**config.mk**
```make
export PLATFORM = sky130hd
export DESIGN_NAME = monmult_arbiter
export DESIGN_NICKNAME = d
export VERILOG_FILES = /design/src/rtl/monmult_arb_pkg.sv /design/src/rtl/rr_picker.sv /design/src/rtl/monmult_arbiter.sv
export SDC_FILE = /design/constraint.sdc
export NUM_CORES = 1
export LEC_CHECK = 0
export ABC_CLOCK_PERIOD_IN_PS = 2200
export BUFFER_PORTS_ARGS = -buffer_cell sky130_fd_sc_hd__buf_4
export CELL_PAD_IN_SITES_DETAIL_PLACEMENT = 0
export CELL_PAD_IN_SITES_GLOBAL_PLACEMENT = 2
export CORE_AREA = 2 2 280 282
export DETAILED_ROUTE_END_ITERATION = 10
export DIE_AREA = 0 0 282 284
export PLACE_DENSITY = 0.64
export SLEW_MARGIN = 10
export SYNTH_ARGS = -nofsm -noshare
export SYNTH_HDL_FRONTEND = slang
export SYNTH_SLANG_ARGS = --single-unit
export TNS_END_PERCENT = 5
```
**constraint.sdc**
```tcl
create_clock -name pclk -period 2.2 [get_ports pclk]
set_input_delay 0.55 -clock pclk [delete_from_list [all_inputs] [get_ports pclk]]
set_output_delay 0.55 -clock pclk [all_outputs]
set_load 0.005 [all_outputs]
```
**src/rtl/monmult_arb_pkg.sv**
```systemverilog
// Shared types and default sizing for the MonMult round-robin arbiter.
package monmult_arb_pkg;

    typedef enum logic [1:0] {
        IDLE,
        ISSUE,
        CAPTURE,
        RELEASE
    } state_t;

    localparam int DEFAULT_WIDTH   = 64;
    localparam int DEFAULT_TIMEOUT = 1024;

endpackage

```
**src/rtl/rr_picker.sv**
```systemverilog
// Combinational round-robin priority encoder: the first set request bit at or
// after the pointer (wrapping) wins. The pointer register lives in the parent.
module rr_picker #(
    parameter int NREQ = 2,
    parameter int IW   = (NREQ > 1) ? $clog2(NREQ) : 1
) (
    input  logic [NREQ-1:0] req,
    input  logic [IW-1:0]   ptr,
    output logic            valid,
    output logic [IW-1:0]   winner
);

    logic [2*NREQ-1:0] rotated;

    // Rotate so the pointer position sits at bit 0, then keep the lowest set bit.
    always_comb begin
        rotated = {req, req} >> ptr;
        valid   = 1'b0;
        winner  = '0;
        for (int k = NREQ - 1; k >= 0; k--) begin
            if (rotated[k]) begin
                valid  = 1'b1;
                winner = IW'((int'(ptr) + k) % NREQ);
            end
        end
    end

endmodule

```
**src/rtl/monmult_arbiter.sv**
```systemverilog
// Shares one Montgomery multiplier among NREQ requesters: round-robin grant,
// level GO/ready handshake, one-cycle done pulse and a sticky watchdog flag.
module monmult_arbiter
    import monmult_arb_pkg::*;
#(
    parameter int NREQ    = 2,
    parameter int WIDTH   = DEFAULT_WIDTH,
    parameter int TIMEOUT = DEFAULT_TIMEOUT,
    localparam int OW     = (NREQ > 1) ? $clog2(NREQ) : 1
) (
    input  logic                  pclk,
    input  logic                  reset,
    input  logic [NREQ-1:0]       req,
    input  logic [NREQ*WIDTH-1:0] op_a,
    input  logic [NREQ*WIDTH-1:0] op_b,
    input  logic [NREQ*WIDTH-1:0] op_m,
    input  logic                  err_clr,
    output logic [NREQ-1:0]       done,
    output logic [WIDTH-1:0]      result,
    output logic                  busy,
    output logic [OW-1:0]         owner,
    output logic                  timeout_err,
    output logic                  mm_go,
    output logic [WIDTH-1:0]      mm_a,
    output logic [WIDTH-1:0]      mm_b,
    output logic [WIDTH-1:0]      mm_m,
    input  logic [WIDTH-1:0]      mm_p,
    input  logic                  mm_ready
);

    localparam int WDW = $clog2(TIMEOUT);

    state_t           state;
    logic [OW-1:0]    ptr;
    logic [WDW-1:0]   wdog;
    logic             abandoned;
    logic             pick_valid;
    logic [OW-1:0]    pick_idx;
    logic [WIDTH-1:0] a_arr [NREQ];
    logic [WIDTH-1:0] b_arr [NREQ];
    logic [WIDTH-1:0] m_arr [NREQ];

    for (genvar i = 0; i < NREQ; i++) begin : g_unpack
        assign a_arr[i] = op_a[i*WIDTH +: WIDTH];
        assign b_arr[i] = op_b[i*WIDTH +: WIDTH];
        assign m_arr[i] = op_m[i*WIDTH +: WIDTH];
    end

    rr_picker #(
        .NREQ (NREQ),
        .IW   (OW)
    ) u_picker (
        .req    (req),
        .ptr    (ptr),
        .valid  (pick_valid),
        .winner (pick_idx)
    );

    // Grant/issue/capture/release sequencing; every output is a register here.
    always_ff @(posedge pclk) begin
        if (reset) begin
            state       <= IDLE;
            ptr         <= '0;
            wdog        <= '0;
            abandoned   <= 1'b0;
            done        <= '0;
            result      <= '0;
            busy        <= 1'b0;
            owner       <= '0;
            timeout_err <= 1'b0;
            mm_go       <= 1'b0;
            mm_a        <= '0;
            mm_b        <= '0;
            mm_m        <= '0;
        end else begin
            done <= '0;
            if (err_clr) begin
                timeout_err <= 1'b0;
            end
            case (state)
                IDLE: begin
                    if (pick_valid) begin
                        owner     <= pick_idx;
                        mm_a      <= a_arr[pick_idx];
                        mm_b      <= b_arr[pick_idx];
                        mm_m      <= m_arr[pick_idx];
                        mm_go     <= 1'b1;
                        busy      <= 1'b1;
                        wdog      <= '0;
                        abandoned <= 1'b0;
                        if (pick_idx == OW'(NREQ - 1)) begin
                            ptr <= '0;
                        end else begin
                            ptr <= pick_idx + OW'(1);
                        end
                        state <= ISSUE;
                    end
                end
                ISSUE: begin
                    if (!req[owner]) begin
                        abandoned <= 1'b1;
                    end
                    if (mm_ready) begin
                        state <= CAPTURE;
                    end else if (wdog == WDW'(TIMEOUT - 1)) begin
                        timeout_err  <= 1'b1;
                        result       <= '0;
                        done[owner]  <= 1'b1;
                        mm_go        <= 1'b0;
                        state        <= RELEASE;
                    end else begin
                        wdog <= wdog + WDW'(1);
                    end
                end
                CAPTURE: begin
                    mm_go <= 1'b0;
                    if (!abandoned) begin
                        result      <= mm_p;
                        done[owner] <= 1'b1;
                    end
                    state <= RELEASE;
                end
                RELEASE: begin
                    if (!mm_ready) begin
                        busy  <= 1'b0;
                        state <= IDLE;
                    end
                end
                default: state <= IDLE;
            endcase
        end
    end

endmodule

```
# After elaboration in Yosys (flattened, before gate mapping)
# Index checks and enable logic that the tools add are counted.
dict set report totals {
  reg_bits 276
  input_bits 454
  output_inout_bits 262
  word_cells 94
}
dict set report classes {
  add_sub_neg 3
  order_cmp 3
  n_eq_ne 12
  shift 1
  n_mux 48
  bitwise 1
  reduce_logical 13
}
# operator n
set op_table {}
lappend op_table {{2-to-1 mux 64 bit} 12}
lappend op_table {{one-hot mux 64 bit (2 select lines)} 1}
lappend op_table {{2-to-1 mux 10 bit} 3}
lappend op_table {{one-hot mux 10 bit (2 select lines)} 1}
lappend op_table {{2-to-1 mux 1 bit} 18}
lappend op_table {{2-to-1 mux 2 bit} 7}
lappend op_table {{!= test 2 bit (second input constant)} 7}
lappend op_table {{AND reduction 4 bit} 3}
lappend op_table {{adder 10 x 1 -> 10 bit (second input constant)} 1}
lappend op_table {{equality test 10 bit (second input constant)} 1}
lappend op_table {{AND reduction 3 bit} 3}
lappend op_table {{one-hot mux 2 bit (4 select lines)} 1}
lappend op_table {{nonzero test 2 bit} 3}
lappend op_table {{equality test 2 bit (second input constant)} 2}
lappend op_table {{one-hot mux 1 bit (2 select lines)} 2}
lappend op_table {{one-hot mux 2 bit (2 select lines)} 1}
lappend op_table {{right shift 4 x 1 -> 2 bit} 1}
lappend op_table {{!= test 3 bit (second input constant)} 1}
lappend op_table {{one-hot mux 1 bit (3 select lines)} 1}
lappend op_table {{nonzero test 3 bit} 1}
lappend op_table {{adder 1 bit (second input constant)} 2}
lappend op_table {{equality test 2 x 1 -> 1 bit (second input constant)} 1}
lappend op_table {{>= comparator 2 bit (second input constant)} 1}
lappend op_table {{logical NOT 2 bit} 1}
lappend op_table {{6 further kinds} 6}

# Logic depth before layout (Yosys ltp)
# Gate-level depths: netlist of run 1.
dict set report logic_depth {
  ltp_word 7
  depth_mapped 9
  depth_no_buf 6
}

# Cells and area by module
# A second synthesis of run 1 with hierarchy kept.
dict set report unflattened {
  hier_cells 1371
  hier_area_um2 12826.1
}
# module instances cells_each area_each_um2
set by_module_without_submodules {}
lappend by_module_without_submodules {monmult_arbiter 1 1368 12808.5}
lappend by_module_without_submodules {rr_picker 1 3 17.5}

# Least setup slack after synthesis of run 1
# Ideal clock, no wire load.
dict set report synth_timing {
  path_kind {flip-flop to flip-flop}
  start {reg state[0]}
  end {reg wdog[9]}
  arrival_time_ps 1706
  required_ps 2063
  setup_slack_ps 357
  path_stages_with_launch 8
  synth_period_minus_slack_ps 1843
  path_cell_list {dfxtp_1 -> inv_1 -> ha_1 -> buf_2 -> nor3b_2 -> nor4_2 -> a41o_1 -> a21oi_1}
}
dict set report synth_via {
  elab_chain_cells 3
  word_cells_on_any_way 8
  classes_between {4 x eq/ne; 1 x mux; 3 x reduce/logical}
}
# item line_no
set synth_lines {}
lappend synth_lines {{start, declared} monmult_arbiter.sv:33} ;# state_t state;
lappend synth_lines {{start signal, assigned} monmult_arbiter.sv:62} ;# state <= IDLE;
lappend synth_lines {{start signal, assigned} monmult_arbiter.sv:96} ;# state <= ISSUE;
lappend synth_lines {{start signal, assigned} monmult_arbiter.sv:104} ;# state <= CAPTURE;
lappend synth_lines {{equality test 2 x 1 -> 1 bit / logical NOT 2 bit (equally long branches)} monmult_arbiter.sv:80} ;# case (state)
lappend synth_lines {{!= test 2 bit (no line) / nonzero test 2 bit (equally long branches)} -}
lappend synth_lines {{AND reduction 4 bit (no line)} -}
lappend synth_lines {{end signal, assigned} monmult_arbiter.sv:112} ;# wdog <= wdog + WDW'(1);
lappend synth_lines {{end, declared} monmult_arbiter.sv:35} ;# logic [WDW-1:0] wdog;
# Several ways; a longest one is shown, not always the timed one.
# A chain may end at the register's enable or synchronous reset.

# Final worst setup path of run 1
dict set report layout_timing {
  start {reg wdog[0]}
  end {reg result[45]}
}
dict set report layout_via {
  elab_chain_cells 3
}
# item line_no
set layout_lines {}
lappend layout_lines {{equality test 10 bit} monmult_arbiter.sv:105} ;# end else if (wdog == WDW'(TIMEOUT - 1)) begin
lappend layout_lines {{!= test 2 bit (no line)} -}
lappend layout_lines {{AND reduction 4 bit (no line)} -}
lappend layout_lines {{end signal, assigned} monmult_arbiter.sv:118} ;# result <= mm_p;
lappend layout_lines {{end, declared} monmult_arbiter.sv:19} ;# output logic [WIDTH-1:0] result,
# Every way passes these cells.

==> metrics.cfg, run 1 <==
[run_status]
status=finished, final reports clean

[finish]
final_cells=2843
nets=2230
multi_input_area_um2=4450
areaGrowthSynthToFinish_pct=78.8
seqCellArea_um2=5530
post-route-util_pct=24.3
drive_gt1_share_pct=46.9
fin_area_um2=18700
fillCellCount=8399

[routing]
vias_per_cell=4.40
drtIter0Drc=1186
firstDrtPassIters=9
antenna_left=0
drc=0
wl_per_cell_um=20.6
drt_wl_total_um=58500
vias=12500

[logic_synthesis]
yosysTopAreaCellShare_pct=52.9
syn_area_um2=10500
synth_ff_type=dfxtp_1
synth.distinct_cells=48
ys_seq_elements=276
synth.area.top_cells=dfxtp_1 (53%), a222oi_1 (18%), nor2_1 (7.2%)
synth_common_cells=dfxtp_1 (276), nor2_1 (200), a222oi_1 (192)
synth.net_count=1549
syn_inst=1089
yosysTopAreaCell=dfxtp_1
synth.most_common_cell=dfxtp_1
synth_edf_count=0
avgSynthCellArea_um2=9.60
async_reset_ff_share_pct=0
ys_seq_area_share_pct=52.9
yosys_warnings=0

[sta]
max_freq_ghz=0.486
period_share_pct=93.6
finClkSkew_ns=0.0179
max_slew_margin_pct=50.6
min_period_ns=2.06
slew_viol_final=0
finalSetupTns_ns=0
setup_viol=0
worst_pin_slew_ns=0.741
hold_viol=0

[floorplanning]
core_um2=77000
row_count=102
dieArea_um2=80100
start_util_pct=13.6
die_x_um=282
die-height_um=284
ios=716

[grt]
grt_overflow_total=0
grtUsageTotal_pct=13.6
grt_pass1_wl_um=83300
antenna_found_initial=9
grt_pass1_vias=12500
grt_max_degree=93

[critical_path]
crit_slowest_cell=dfxtp_1
timing.critical_path.buf_inv=2
critical_path.max_stage_delay_ns=0.37
crit_fanout=33
cp_top_family=compound AO/OA/AOI/OAI gates
required_ns=2.66
worstSetupPathType=reg -> reg
cp_cell_sequence=ha_1, nand4_4, o41ai_4, buf_4, buf_8, nand4_1, a21oi_1
critPathCaptureType=register
cp.arrival_ns=2.52
critPathLaunchType=register

[power_and_ir_drop]
pwr-share-comb_pct=42.1
vdd_drop_max_mv=0.750
power_uw=21700
clkPwrFrac_pct=27.5
leakage_uw=0.00797
intPower_uw=13600
power.switching_uw=8030
switching_share_pct=37.0
seq_power_share_pct=30.4
p_per_area_nw_per_um2=1160

[clocking]
cts_buffers=38
cts_tree=yes
holdBufCountCts=0
clockBufferDepth=3
root_buffer=clkbuf_16
clk_latency_ns=0.54
htreeDepth=2
cts.sinks=276
clk_pin_slew_ns=0.06

[placed_design]
port_buffers=715
hpwl_um=43100
placedCellCount=2768
place.gp.congestion=0.865
place_area_um2=17400

[job]
cap_violations=0

[hold_path]
hp-class=in -> reg

worst paths after layout:
| path | start | to | slack, ns | cells past startpoint |
|---|---|---|---|---|
| min | op_m[95] | mm_m[31] | 0.26 | 3 |
| min reg2reg | abandoned | abandoned | 0.47 | 2 |
| max reg2reg | wdog[0] | result[45] | 0.14 | 7 |
| max | wdog[0] | result[45] | 0.14 | 7 |
worst min-delay path, cell delays in order:
cell	delay [ns]
buf_4	0.08
a222oi_1	0.07
nor2_1	0.08
registers in the layout, summed over array words and instances, names as in the netlist:
name	cells
timeout_err	1
mm_m	64
done	2
abandoned	1
ptr	1
wdog	10
mm_a	64
mm_go	1
result	64
busy	1
state	2
owner	1
mm_b	64
cell type report:
| class | count | area share, % |
|---|---|---|
| diodes | 4 | 0.0536 |
| repair buffers | 769 | 33.0 |
| clock inverters | 12 | 0.415 |
| multi-input cells | 677 | 23.8 |
| well taps | 1040 | 6.96 |
| inverters | 8 | 0.161 |
| flip-flops and latches | 276 | 29.6 |
| clock buffers | 57 | 6.01 |
kinds of logic after synthesis:
kind of cell    share of synthesized area [%]
compound gates                           27.9
mux                                     0.204
flops                                    52.9
buf+inv                                  5.18
simple gates                             13.1
fa+ha+maj                               0.718
per-layer routing:
metal | vias to the layer above | track usage, % | wire length (µm) | share of wire (%)
met5 | - | 0 | 22 | 0.038
met2 | 633 | 23.9 | 29500 | 50
li1 | 5701 | - | - | -
met3 | 89 | 4.83 | 5820 | 10
met1 | 6086 | 15.2 | 21700 | 37
met4 | 4 | 4.15 | 1460 | 2.5
stage by stage:
step	hold slack, ns	setup WS, ns
after floorplan	0.428	0.357
after global placement	0.458	0.193
after detailed placement	0.459	0.137
after CTS	0.215	0.126
after global routing	0.224	-0.0337
final	0.262	0.142
power by group through the flow:
| stage | logic, µW | clock network (µW) | registers, µW |
|---|---|---|---|
| CTS | 9140 | 6210 | 6580 |
| detailed placement | 9110 | 0 | 6650 |
| global route | 9910 | 6410 | 6690 |
| global placement | 9040 | 0 | 6640 |
| floorplan | 4290 | 0 | 6620 |
| finish | 9130 | 5960 | 6580 |
cells in the final DEF, fill, tap and decap left out, types with 3 or more instances in the layout:
cell	count
buf_4	737
dfxtp_1	275
nor2_1	200
a222oi_1	192
a21oi_1	74
nand4_1	66
o21ai_1	65
clkbuf_16	40
buf_12	29
nand2_1	11
clkbuf_1	10
clkbuf_8	9
inv_1	7
nand2b_1	6
nor3_1	6
clkinv_2	6
a31oi_1	5
ha_1	5
diode_2	4
nor2b_1	4
clkinvlp_4	4
a21o_1	3
a41oi_1	3
repair_timing:
item / CTS / global route
setup endpoints to repair: 0 / 42
resized for setup: 0 / 4
buffers inserted: 0 / 1
(Power assumes the default switching activity.)
==> run 2: changes to the inputs <==
- GPL_TIMING_DRIVEN: unset -> 0
- PLACE_DENSITY: 0.64 -> 0.63
==> run 2 against run 1 <==
  * Utilization grew 0.068 points
  * Sequential share of layout area about the same
  * Wire length is 9.2% higher
  * Register-to-register slack got worse by 0.04 ns
  * Combinational power barely moved
  * Clock-buffer cell count down 3
  * Critical path type unchanged
  * Largest cell class unchanged
==> metrics.cfg, run 2 (same netlist as run 1, synthesis figures left out) <==
[critical_path]
cp_cell_sequence=inv_1, ha_1, buf_2, nand2_1, a21oi_4, buf_12, clkbuf_8, buf_4, a222oi_1, nor2_1
reg2reg_depth=10
cp.arrival_ns=2.50
crit_slowest_cell=dfxtp_4
cp.depth=10
critPathLaunchType=register
timing.critical_path.buf_inv=5
worstSetupPathType=reg -> reg
crit_fanout=10
critPathCaptureType=register
cp_top_family=buffers and inverters
critical_path.max_stage_delay_ns=0.37
required_ns=2.60

[finish]
nets=2305
multi_input_area_um2=4480
post-route-util_pct=24.3
seqCellArea_um2=5530
final_cell_mix=buf_4 (733), dfxtp_1 (274), nor2_1 (200)
areaGrowthSynthToFinish_pct=79.3
fin_area_um2=18700
fillCellCount=8417
final_common_cell=buf_4
drive_gt1_share_pct=47.1

[clocking]
clk_latency_ns=0.54
htreeDepth=2
cts_buffers=37
cts_tree=yes
holdBufCountCts=0
clockBufferDepth=3
clk_pin_slew_ns=0.06
cts.sinks=276
root_buffer=clkbuf_16

[sta]
setup_viol=0
max_freq_ghz=0.476
worst_pin_slew_ns=0.982
fin_ws_ns=0.100
finClkSkew_ns=0.0166
min_period_ns=2.10
finalSetupTns_ns=0
hold_viol=0
max_slew_margin_pct=34.5
fin_hold_ws_ns=0.266
slew_viol_final=0
period_share_pct=95.4
rsz0062_at_grt=true

[placed_design]
place.gp.congestion=0.849
port_buffers=715
hpwl_um=50600
pre_cts_ws_ns=-1.57
place_area_um2=17100

[routing]
antenna_left=0
vias=12900
firstDrtPassIters=9
wl_per_cell_um=21.9
drtIter0Drc=1380
drc=0
vias_per_cell=4.42
drt_wl_total_um=63900

[run_status]
status=finished, final reports clean

[floorplanning]
row_count=102
dieArea_um2=80100
core_um2=77000
die-height_um=284
ios=716
die_x_um=282
start_util_pct=13.6

[hold_path]
hold_depth=3
hp-class=in -> reg

[grt]
grt_overflow_total=0
grt_pass1_vias=13100
grt_pass1_wl_um=88900
grt_max_degree=12
antenna_found_initial=5
grtUsageTotal_pct=14.9

[power_and_ir_drop]
p_per_area_nw_per_um2=1180
vdd_drop_max_mv=0.484
leakage_uw=0.00809

[job]
cap_violations=0

## run 2: changes by cell type in the layout (fill, tap and decap cells not counted), sizes merged
| cell | previous run | this run |
|---|---|---|
| bufinv | 0 | 4 |
| buf | 767 | 774 |
| clkbuf | 59 | 125 |
| clkinvlp | 4 | 0 |
| diode | 4 | 6 |
## run 2: metrics by stage
stage / power [µW] / cells
6_report: 22000 / 2918
5_1_grt: 23400 / 2916
4_1_cts: 22200 / 2910
3_5_place_dp: 15400 / 2845
3_3_place_gp: 15300 / 2844
2_1_floorplan: 10900 / 1089
## run 2: area by class of cell
| class | count | area share [%] |
|---|---|---|
| clock buffer | 54 | 5.88 |
| sequential | 276 | 29.5 |
| buffer | 127 | 3.68 |
| antenna | 6 | 0.0801 |
| timing repair buffer | 718 | 28.9 |
| multi-input combinational | 677 | 23.9 |
| tap | 1040 | 6.95 |
| inverter | 8 | 0.160 |
| clock inverter | 12 | 0.875 |
## run 2: where the power goes
part / switching, µW / total (µW) / leakage [µW] / internal [µW]
clock network: 2390 / 6330 / 0.000629 / 3940
logic: 5240 / 9100 / 0.00520 / 3850
registers: 635 / 6620 / 0.00226 / 5990
## run 2: tightest hold or removal path, stage by stage
cell and delay [ns]:
buf_4 0.08, a222oi_1 0.07, nor2_1 0.08
## run 2: final timing paths
kind                to  slack (ns)  startpoint
max           mm_m[14]        0.10    state[0]
min           mm_a[37]        0.27   op_a[101]
max reg2reg   mm_m[14]        0.10    state[0]
min reg2reg  abandoned        0.46   abandoned
## run 2: repair_timing
action / 4_1_cts / 5_1_grt
pin swaps: 0 / 27
gates resized for setup: 81 / 87
hold endpoints to repair: 0 / 0
setup buffers: 0 / 2
endpoints found under the setup margin: 261 / 248
## run 2: metal layers
layer | GRT usage (%) | share of wire, % | vias to the layer above
li1 | - | - | 5868
met1 | 16.6 | 38 | 6274
met2 | 25.2 | 48 | 658
met3 | 5.28 | 9.9 | 104
met4 | 7.07 | 4.0 | 0
met5 | 0 | 0 | -
